[config.mk]
export PLATFORM = sky130hd
export DESIGN_NAME = mem_port_arbiter
export DESIGN_NICKNAME = d
export VERILOG_FILES = /design/src/rtl/mem_port_arbiter.sv
export SDC_FILE = /design/constraint.sdc
export NUM_CORES = 1
export LEC_CHECK = 0
export BUFFER_PORTS_ARGS = -buffer_cell sky130_fd_sc_hd__buf_2
export CORE_MARGIN = 4
export CORE_UTILIZATION = 45
export CTS_CLUSTER_DIAMETER = 30
export DETAILED_ROUTE_END_ITERATION = 6
export GPL_ROUTABILITY_DRIVEN = 0
export GPL_TIMING_DRIVEN = 0
export PLACE_DENSITY = 0.79
export SETUP_SLACK_MARGIN = 0.2
export SYNTH_ARGS = -nofsm -noshare
export SYNTH_HDL_FRONTEND = slang
export SYNTH_SLANG_ARGS = --single-unit
[constraint.sdc]
create_clock -name clk -period 5.75 [get_ports clk]
set_input_delay 1.15 -clock clk [delete_from_list [all_inputs] [get_ports clk]]
set_output_delay 1.15 -clock clk [all_outputs]
set_load 0.02 [all_outputs]
[src/rtl/mem_port_arbiter.sv]
// ============================================================================
// Module   : mem_port_arbiter
// Purpose  : Round-robin sharing of one single-port synchronous RAM between
//            an instruction-fetch port (m0) and a data/loader port (m1).
// Revision : 1.0 - initial release
// ============================================================================
`default_nettype none

module mem_port_arbiter #(
    parameter int MEM_AW  = 10,
    parameter int LATENCY = 1
) (
    input  logic              clk,
    input  logic              rst,

    input  logic              m0_req,
    input  logic [31:0]       m0_addr,
    input  logic [31:0]       m0_wdata,
    input  logic [3:0]        m0_wstrb,
    output logic              m0_ready,
    output logic [31:0]       m0_rdata,

    input  logic              m1_req,
    input  logic [31:0]       m1_addr,
    input  logic [31:0]       m1_wdata,
    input  logic [3:0]        m1_wstrb,
    output logic              m1_ready,
    output logic [31:0]       m1_rdata,

    output logic              mem_en,
    output logic [MEM_AW-1:0] mem_addr,
    output logic [31:0]       mem_wdata,
    output logic [3:0]        mem_wstrb,
    input  logic [31:0]       mem_rdata,

    output logic              busy
);

    typedef enum logic [1:0] {
        S_IDLE  = 2'd0,
        S_ISSUE = 2'd1,
        S_WAIT  = 2'd2,
        S_DONE  = 2'd3
    } state_t;

    state_t             r_state;
    state_t             w_state_next;

    logic               r_prio;
    logic               r_gnt;
    logic               r_is_write;
    logic [2:0]         r_cnt;

    logic               w_grant;
    logic               w_sel;
    logic [MEM_AW-1:0]  w_cmd_addr;
    logic [31:0]        w_cmd_wdata;
    logic [3:0]         w_cmd_wstrb;

    // Byte-offset and high address bits are deliberately ignored.
    logic               w_unused_addr;
    assign w_unused_addr = ^{m0_addr[1:0], m1_addr[1:0],
                             m0_addr[31:MEM_AW+2], m1_addr[31:MEM_AW+2]};

    always_comb begin
        w_grant     = m0_req | m1_req;
        w_sel       = (m0_req && m1_req) ? r_prio : m1_req;
        w_cmd_addr  = w_sel ? m1_addr[MEM_AW+1:2] : m0_addr[MEM_AW+1:2];
        w_cmd_wdata = w_sel ? m1_wdata : m0_wdata;
        w_cmd_wstrb = w_sel ? m1_wstrb : m0_wstrb;
    end

    always_ff @(posedge clk or posedge rst) begin
        if (rst) begin
            r_state <= S_IDLE;
        end else begin
            r_state <= w_state_next;
        end
    end

    always_comb begin
        w_state_next = r_state;
        case (r_state)
            S_IDLE:  if (w_grant) w_state_next = S_ISSUE;
            S_ISSUE: w_state_next = S_WAIT;
            S_WAIT:  if (r_cnt == 3'd1) w_state_next = S_DONE;
            S_DONE:  w_state_next = S_IDLE;
            default: w_state_next = S_IDLE;
        endcase
    end

    // Command, response and status registers; every output comes from here.
    always_ff @(posedge clk or posedge rst) begin
        if (rst) begin
            r_prio     <= 1'b0;
            r_gnt      <= 1'b0;
            r_is_write <= 1'b0;
            r_cnt      <= 3'd0;
            mem_en     <= 1'b0;
            mem_addr   <= '0;
            mem_wdata  <= '0;
            mem_wstrb  <= '0;
            m0_ready   <= 1'b0;
            m1_ready   <= 1'b0;
            m0_rdata   <= '0;
            m1_rdata   <= '0;
            busy       <= 1'b0;
        end else begin
            busy <= (w_state_next != S_IDLE);
            case (r_state)
                S_IDLE: begin
                    if (w_grant) begin
                        r_gnt      <= w_sel;
                        r_prio     <= ~w_sel;
                        r_is_write <= |w_cmd_wstrb;
                        mem_addr   <= w_cmd_addr;
                        mem_wdata  <= w_cmd_wdata;
                        mem_wstrb  <= w_cmd_wstrb;
                        mem_en     <= 1'b1;
                    end
                end
                S_ISSUE: begin
                    mem_en    <= 1'b0;
                    mem_wstrb <= '0;
                    r_cnt     <= 3'(LATENCY);
                end
                S_WAIT: begin
                    r_cnt <= r_cnt - 3'd1;
                    if (r_cnt == 3'd1) begin
                        if (!r_is_write) begin
                            if (r_gnt) m1_rdata <= mem_rdata;
                            else       m0_rdata <= mem_rdata;
                        end
                        m0_ready <= ~r_gnt;
                        m1_ready <= r_gnt;
                    end
                end
                S_DONE: begin
                    m0_ready <= 1'b0;
                    m1_ready <= 1'b0;
                end
                default: begin
                    mem_en <= 1'b0;
                end
            endcase
        end
    end

endmodule

`default_nettype wire

==> flow_metrics.env, run 1 <==
export IMPL_routed_wl_um=14170
export IMPL_fin_crit_ns=2.136
export IMPL_synthesis_instances=404
export IMPL_crit_buf_inv=1
export IMPL_crit_family="flip-flops"
export IMPL_crit_fanout=2
export IMPL_cts_resized=0
export IMPL_internal_power_w=0.002636
export IMPL_wl_per_cell_um=17.32
export IMPL_core_sq_um=11080
export IMPL_synth_seq_cells=122
export IMPL_drt_met1_wl_um=5262
export IMPL_insertedDiodeCount=0
export IMPL_setup_ws_ns=3.614
export IMPL_yosys_area_top_type_share_pct=58.84
export IMPL_grt_pass1_wl_um=22310
export IMPL_cts_tree="built"
export IMPL_status="completed"
export IMPL_port_buffers=241
export IMPL_nFillCells=859
export IMPL_setup_tns_final_ns=0
export IMPL_dp_hpwl_um=10820
export IMPL_die_area_sq_um=13310
export IMPL_finalSetupViolCount=0
export IMPL_critPathSlowestCell="dfrtp_1"
export IMPL_worstSetupStartpointType="flip-flop"
export IMPL_r2r_cells=8
export IMPL_cts_buffer_depth=2
export IMPL_p_seq_share_pct=34.3
export IMPL_synth_cell_type_count=37
export IMPL_drtIter0Drc=261
export IMPL_p_leak_nw=3.837
export IMPL_antenna_found_initial=0
export IMPL_max_stage_delay_ns=0.40
export IMPL_slew_viol_final=0
export IMPL_overflow=0
export IMPL_htreeDepth=4
export IMPL_netlist_top_cell_by_area="dfrtp_1"
export IMPL_comb_power_share_pct=41.0
export IMPL_arrival_ns=0.99
export IMPL_clockRootBuffer="clkbuf_16"
export IMPL_syn_nets=583
export IMPL_start_util_pct=46.84
export IMPL_ant_nets=0
export IMPL_cp_required_ns=4.60
export IMPL_die_x_um=115.4
export IMPL_grt_pass1_vias=4574
export IMPL_crit_chain="buf_2"
export IMPL_grtUsageTotal_pct=21.59
export IMPL_dr_pass1_iters=4
export IMPL_tightest_slew_ns=0.5146
export IMPL_crit_type="reg2out"
export IMPL_ir_worst_vdd_mv=0.3929
export IMPL_area_growth_pct=38.75
export IMPL_synth_main_ff_cell="dfrtp_1"
export IMPL_clockPowerShare_pct=24.7
export IMPL_hold_path_class="reg2reg"
export IMPL_clk_latency_ns=0.41
export IMPL_cp_num_cells=1
export IMPL_post_route_period_util_pct=37.16
export IMPL_maxCapViolCount=0
export IMPL_clkTransAtPathRegs_ns=0.06
export IMPL_post_route_util_pct=64.99
export IMPL_io_pins=286
export IMPL_fin_nets=844
export IMPL_yosysSeqAreaShare_pct=58.84
export IMPL_holdPathStages=1
export IMPL_worstSetupEndpointType="output port"
export IMPL_max_slew_margin_rel_pct=65.69
export IMPL_dr_wl_met3_um=1325
export IMPL_switching_share_pct=37.92
export IMPL_max_freq_ghz=0.4681
export IMPL_p_sw_w=0.001610
export IMPL_yosys_warnings=0
export IMPL_grt_max_degree=67
export IMPL_avgViaCountPerCell=5.117
export IMPL_fin_skew_ns=0.005856
export IMPL_rows=38
export IMPL_synth_area_leaders="dfrtp_1 (59%), mux2_4 (9.3%), mux2_2 (6.9%)"
export IMPL_cts_buffers=17
export IMPL_powerDensity_nw_per_um2=589.7
export IMPL_die_h_um=115.4
export IMPL_cts_num_sinks=122
export IMPL_hold_viol_final=0
export IMPL_synth_edff_count=0
export IMPL_via_count=4186
export IMPL_wl_met2_um=7298
export IMPL_rsz0062_at_grt="false"
export IMPL_drcViolationCount=0
export IMPL_drive_gt1_share_pct=53.69
export IMPL_pre_cts_ws_ns=3.306
export IMPL_syn_area_sq_um=5189
export IMPL_avgSynthCellArea_sq_um=12.84
export IMPL_hold_buffers=0
export IMPL_topRoutingLayerUsed="met4"
export IMPL_cts_setup_buffers=0
export IMPL_async_reset_ff_share_pct=100.0
layout make-up:
| type | count | area, sq um | share of cell area, % |
|---|---|---|---|
| buffer | 22 | 180.2 | 2.503 |
| clock buffer | 26 | 539.3 | 7.490 |
| clock inverter | 6 | 57.56 | 0.7994 |
| inverter | 8 | 35.03 | 0.4866 |
| multi-input combinational | 252 | 1926 | 26.75 |
| sequential | 122 | 3053 | 42.41 |
| tap | 140 | 175.2 | 2.433 |
| timing repair buffer | 242 | 1234 | 17.14 |
synth_stat cells, types with 2 or more instances:
library cell / instances
buf_2: 9
mux2_4: 32
a21o_1: 2
buf_6: 5
a211oi_1: 4
nor2_1: 10
inv_1: 8
buf_12: 3
o21ai_0: 7
nand3b_1: 2
nand2_1: 88
a22o_2: 2
mux2_2: 32
mux2i_1: 3
ha_1: 7
nand3_1: 2
dfrtp_1: 122
clkbuf_1: 5
a22oi_1: 42
and2b_1: 2
registers in the layout (all words and copies together) (netlist names), 2 cells and up:
name	cells
mem_addr	10
mem_wstrb	4
r_cnt	3
m0_rdata	32
r_state	2
mem_wdata	32
m1_rdata	32
layout by cell type, fill, tap and decap left out, types with 8 or more instances in the layout:
cell         n
mux2_4      32
buf_2      250
clkbuf_16   17
nor2_1      10
mux2_2      32
clkbuf_8     8
a22oi_1     42
nand2_1     88
dfrtp_1    122
worst paths after layout:
kind / from / end / slack, ns
worst max-delay path: mem_wdata[9]$_DFFE_PP0P_ / mem_wdata[9] / 3.61
worst min-delay path: m1_rdata[14]$_DFFE_PP0P_ / m1_rdata[14]$_DFFE_PP0P_ / 0.50
worst max register to register: r_state[0]$_DFF_PP0_ / m0_rdata[31]$_DFFE_PP0P_ / 3.81
worst min register to register: m1_rdata[14]$_DFFE_PP0P_ / m1_rdata[14]$_DFFE_PP0P_ / 0.50
max in group asynchronous: rst / m1_rdata[22]$_DFFE_PP0P_ / 4.26
min in group asynchronous: rst / m1_rdata[7]$_DFFE_PP0P_ / 0.79
cells by family after synthesis:
logic type,synth area share [%]
flops,58.84
simple gates,9.260
mux,16.78
compound gates,9.381
buf+inv,4.051
fa+ha+maj,1.688
metrics by stage:
stage,hold slack (ns),std cells,total power (W),cell area [sq um]
after detailed placement,0.4905,786,0.003222,6603
after global placement,0.4813,785,0.003136,6570
after CTS,0.5021,818,0.004290,7199
final,0.4984,818,0.004245,7199
after floorplan,0.4645,404,0.002586,5189
after global routing,0.5064,818,0.004485,7199
power by group through the flow:
stage	clock network, W	registers [W]	logic [W]
5_1_grt	0.00110	0.00150	0.00188
6_report	0.00105	0.00146	0.00174
3_3_place_gp	0	0.00144	0.00170
4_1_cts	0.00107	0.00146	0.00177
2_1_floorplan	0	0.00187	0.000716
3_5_place_dp	0	0.00146	0.00176
per-layer routing:
metal  vias up  track usage [%]
met5         -                0
met3        24            7.474
met4         0            8.529
met1      2038            23.90
li1       1937                -
met2       187            38.00
Note: power is estimated with default switching activity, not from simulation.
==> run 2: changes to the inputs <==
--- a/config.mk
+++ b/config.mk
@@ -5,14 +5,15 @@
 export SDC_FILE = /design/constraint.sdc
 export NUM_CORES = 1
 export LEC_CHECK = 0
+export ABC_AREA = 1
 export BUFFER_PORTS_ARGS = -buffer_cell sky130_fd_sc_hd__buf_2
 export CORE_MARGIN = 4
-export CORE_UTILIZATION = 45
+export CORE_UTILIZATION = 41
 export CTS_CLUSTER_DIAMETER = 30
 export DETAILED_ROUTE_END_ITERATION = 6
 export GPL_ROUTABILITY_DRIVEN = 0
 export GPL_TIMING_DRIVEN = 0
-export PLACE_DENSITY = 0.79
+export PLACE_DENSITY = 0.75
 export SETUP_SLACK_MARGIN = 0.2
 export SYNTH_ARGS = -nofsm -noshare
 export SYNTH_HDL_FRONTEND = slang
==> constraint.sdc (replaced) <==
create_clock -name clk -period 1.9 [get_ports clk]
set_input_delay 0.38 -clock clk [delete_from_list [all_inputs] [get_ports clk]]
set_output_delay 0.38 -clock clk [all_outputs]
set_load 0.02 [all_outputs]
==> run 2 against run 1 <==
Effect of this change:
- clock skew hardly changed
- worst hold slack worse by 0.33 ns
- routed wire length is 10% higher
- die area is 12% higher
- via count is 15% higher
- first-iteration DRC count is 15% lower
- sequential share of layout area is 3.6 points lower
- count of clock-buffer cells in the layout is 2 lower
- global-route usage is 1.6 points lower
- synthesized cell count is 40% higher
- register-to-register slack worse by 3.6 ns
- critical path depth is 9 higher
- critical path type is now reg2reg
- largest power group unchanged
- highest routed layer unchanged
==> flow_metrics.env, run 2 <==
export IMPL_fin_crit_ns=1.684
export IMPL_worstSetupStartpointType="flip-flop"
export IMPL_hold_viol_final=0
export IMPL_netlist_top_cell_by_area="dfrtp_1"
export IMPL_yosys_area_top_type_share_pct=57.40
export IMPL_drtIter0Drc=222
export IMPL_area_growth_pct=48.04
export IMPL_htreeDepth=4
export IMPL_rows=41
export IMPL_layout_common_cells="buf_2 (245), nand2_1 (168), dfrtp_1 (122), o21ai_2 (64), inv_1 (52)"
export IMPL_drive_gt1_share_pct=50.35
export IMPL_antenna_found_initial=0
export IMPL_final_common_cell="buf_2"
export IMPL_synthesis_instances=564
export IMPL_grt_pass1_wl_um=23240
export IMPL_yosys_warnings=0
export IMPL_powerDensity_nw_per_um2=1732
export IMPL_syn_nets=743
export IMPL_clk_latency_ns=0.41
export IMPL_wl_per_cell_um=15.25
export IMPL_arrival_ns=1.98
export IMPL_cts_tree="built"
export IMPL_setup_tns_final_ns=0
export IMPL_max_slew_margin_rel_pct=77.13
export IMPL_ant_nets=0
export IMPL_cts_buffers=17
export IMPL_core_sq_um=12670
export IMPL_synth_top_family_by_area="simple AND/OR/NAND/NOR gates"
export IMPL_synthSimpleGateAreaFrac_pct=20.70
export IMPL_crit_fanout=7
export IMPL_place_area_sq_um=6804
export IMPL_die_area_sq_um=14860
export IMPL_fin_skew_ns=0.005942
export IMPL_tightest_slew_ns=0.3408
export IMPL_pre_cts_ws_ns=0.07991
export IMPL_reg_largest_list="m0_rdata (32), m1_rdata (32), mem_wdata (32)"
export IMPL_max_freq_ghz=0.5937
export IMPL_port_buffers=241
export IMPL_p_leak_nw=4.143
export IMPL_drcViolationCount=0
export IMPL_p_sw_w=0.005536
export IMPL_via_count=4809
export IMPL_insertedDiodeCount=0
export IMPL_clkTransAtPathRegs_ns=0.06
export IMPL_avgSynthCellArea_sq_um=9.431
export IMPL_finalSetupViolCount=0
export IMPL_syn_area_sq_um=5319
export IMPL_async_reset_ff_share_pct=100.0
export IMPL_grt_max_degree=43
export IMPL_io_pins=286
export IMPL_cp_required_ns=2.20
export IMPL_yosysSeqAreaShare_pct=57.40
export IMPL_post_route_util_pct=62.14
export IMPL_p_total_w=0.01363
export IMPL_fin_nets=1019
export IMPL_cts_buffer_depth=2
export IMPL_switching_share_pct=40.61
export IMPL_internal_power_w=0.008097
export IMPL_overflow=0
export IMPL_synth_commonest_cells="nand2_1 (210), dfrtp_1 (122), o21ai_2 (61)"
export IMPL_clockPowerShare_pct=23.1
export IMPL_synth_xor_area_share_pct=0.1647
export IMPL_post_route_period_util_pct=88.65
export IMPL_start_util_pct=41.98
export IMPL_crit_type="reg2reg"
export IMPL_dr_pass1_iters=4
export IMPL_synth_edff_count=0
export IMPL_synth_seq_cells=122
export IMPL_grt_pass1_vias=4881
export IMPL_synth_cell_type_count=23
export IMPL_die_h_um=121.9
export IMPL_worstSetupEndpointType="flip-flop"
export IMPL_setup_ws_ns=0.2157
export IMPL_yosysMostFrequentCell="nand2_1"
export IMPL_synth_compound_area_share_pct=11.97
export IMPL_cts_num_sinks=122
export IMPL_slew_viol_final=0
export IMPL_synth_main_ff_cell="dfrtp_1"
export IMPL_rsz0062_at_grt="true"
export IMPL_comb_power_share_pct=43.0
export IMPL_die_x_um=121.9
export IMPL_maxCapViolCount=0
export IMPL_dp_hpwl_um=11280
export IMPL_status="completed"
export IMPL_ir_worst_vdd_mv=0.8707
export IMPL_grtUsageTotal_pct=20.02
export IMPL_synth_area_leaders="dfrtp_1 (57%), nand2_1 (15%), o21ai_2 (10%)"
export IMPL_routed_wl_um=15610
export IMPL_hold_path_class="in2reg"
export IMPL_clockRootBuffer="clkbuf_16"
export IMPL_final_cell_area_sq_um=7874
export IMPL_muxShareOfSynthArea_pct=0
export IMPL_p_seq_share_pct=34.0
export IMPL_synth_fa_ha_area_share_pct=1.647
export IMPL_avgViaCountPerCell=4.696
[run 2: final timing paths]
check | depth (start not counted) | end | slack (ns) | from
worst min-delay path | 3 | mem_wdata[8]$_DFFE_PP0P_ | 0.17 | m0_wdata[8]
worst min register to register | 2 | m0_rdata[4]$_DFFE_PP0P_ | 0.48 | m0_rdata[4]$_DFFE_PP0P_
worst max-delay path | 10 | m0_rdata[9]$_DFFE_PP0P_ | 0.22 | r_state[0]$_DFF_PP0_
min in group asynchronous | 3 | mem_addr[2]$_DFFE_PP0P_ | 0.45 | rst
max in group asynchronous | 5 | m1_rdata[23]$_DFFE_PP0P_ | 0.74 | rst
worst max register to register | 10 | m0_rdata[9]$_DFFE_PP0P_ | 0.22 | r_state[0]$_DFF_PP0_
[run 2: metal layers]
layer | global-route usage (%) | wire [um] | vias up | share of wire [%]
met3 | 6.825 | 1267 | 15 | 8.1
met5 | 0 | 0 | - | 0
met4 | 6.513 | 191 | 0 | 1.2
li1 | - | - | 2328 | -
met2 | 34.81 | 8078 | 192 | 52
met1 | 23.23 | 6074 | 2274 | 39
[run 2: power groups by stage]
| stage | Sequential (W) | Combinational (W) | Clock [W] |
|---|---|---|---|
| global route | 0.00478 | 0.00640 | 0.00332 |
| floorplan | 0.00591 | 0.00216 | 0 |
| CTS | 0.00449 | 0.00561 | 0.00319 |
| global placement | 0.00450 | 0.00543 | 0 |
| detailed placement | 0.00450 | 0.00557 | 0 |
| finish | 0.00463 | 0.00586 | 0.00314 |
[run 2: cell families (layout without fill, tap and decap cells)]
group / count (synthesis) / count (layout)
compound gates: 80 / 80
xor+xnor: 1 / 1
fa+ha+maj: 7 / 7
buf+inv: 84 / 372
flops: 122 / 122
simple gates: 270 / 270
[run 2: layout make-up]
type                    instances  area (sq um)
clock inverters                 7         90.09
clock buffers                  24         491.7
inverters                      58         221.5
plain buffers                  26         301.5
well taps                     172         215.2
fillers                      1090          4797
multi-input cells             358          2043
repair buffers                257          1458
flip-flops and latches        122          3053
[run 2: critical path, stage by stage (launching register included)]
cell and delay, ns:
dfrtp_1 0.39, inv_2 0.11, ha_4 0.16, nand3_4 0.07
inv_2 0.08, nand2_2 0.05, or2_4 0.27, buf_12 0.16
clkbuf_16 0.15, nand2_1 0.08, o21ai_2 0.05
[run 2: timing repair]
item | CTS | global route
resized for setup | 6 | 92
cloned | 1 | 6
setup buffers | 1 | 4
setup endpoints to repair | 104 | 106
endpoints found under the hold margin | 3 | 0
hold buffers | 1 | 0
pin swaps | 0 | 3
[run 2: metrics by stage]
step / std cells / hold WS [ns]
after floorplan: 564 / 0.4874
after global placement: 977 / 0.4591
after detailed placement: 980 / 0.2976
after CTS: 1014 / 0.1567
after global routing: 1024 / 0.1599
final: 1024 / 0.1710
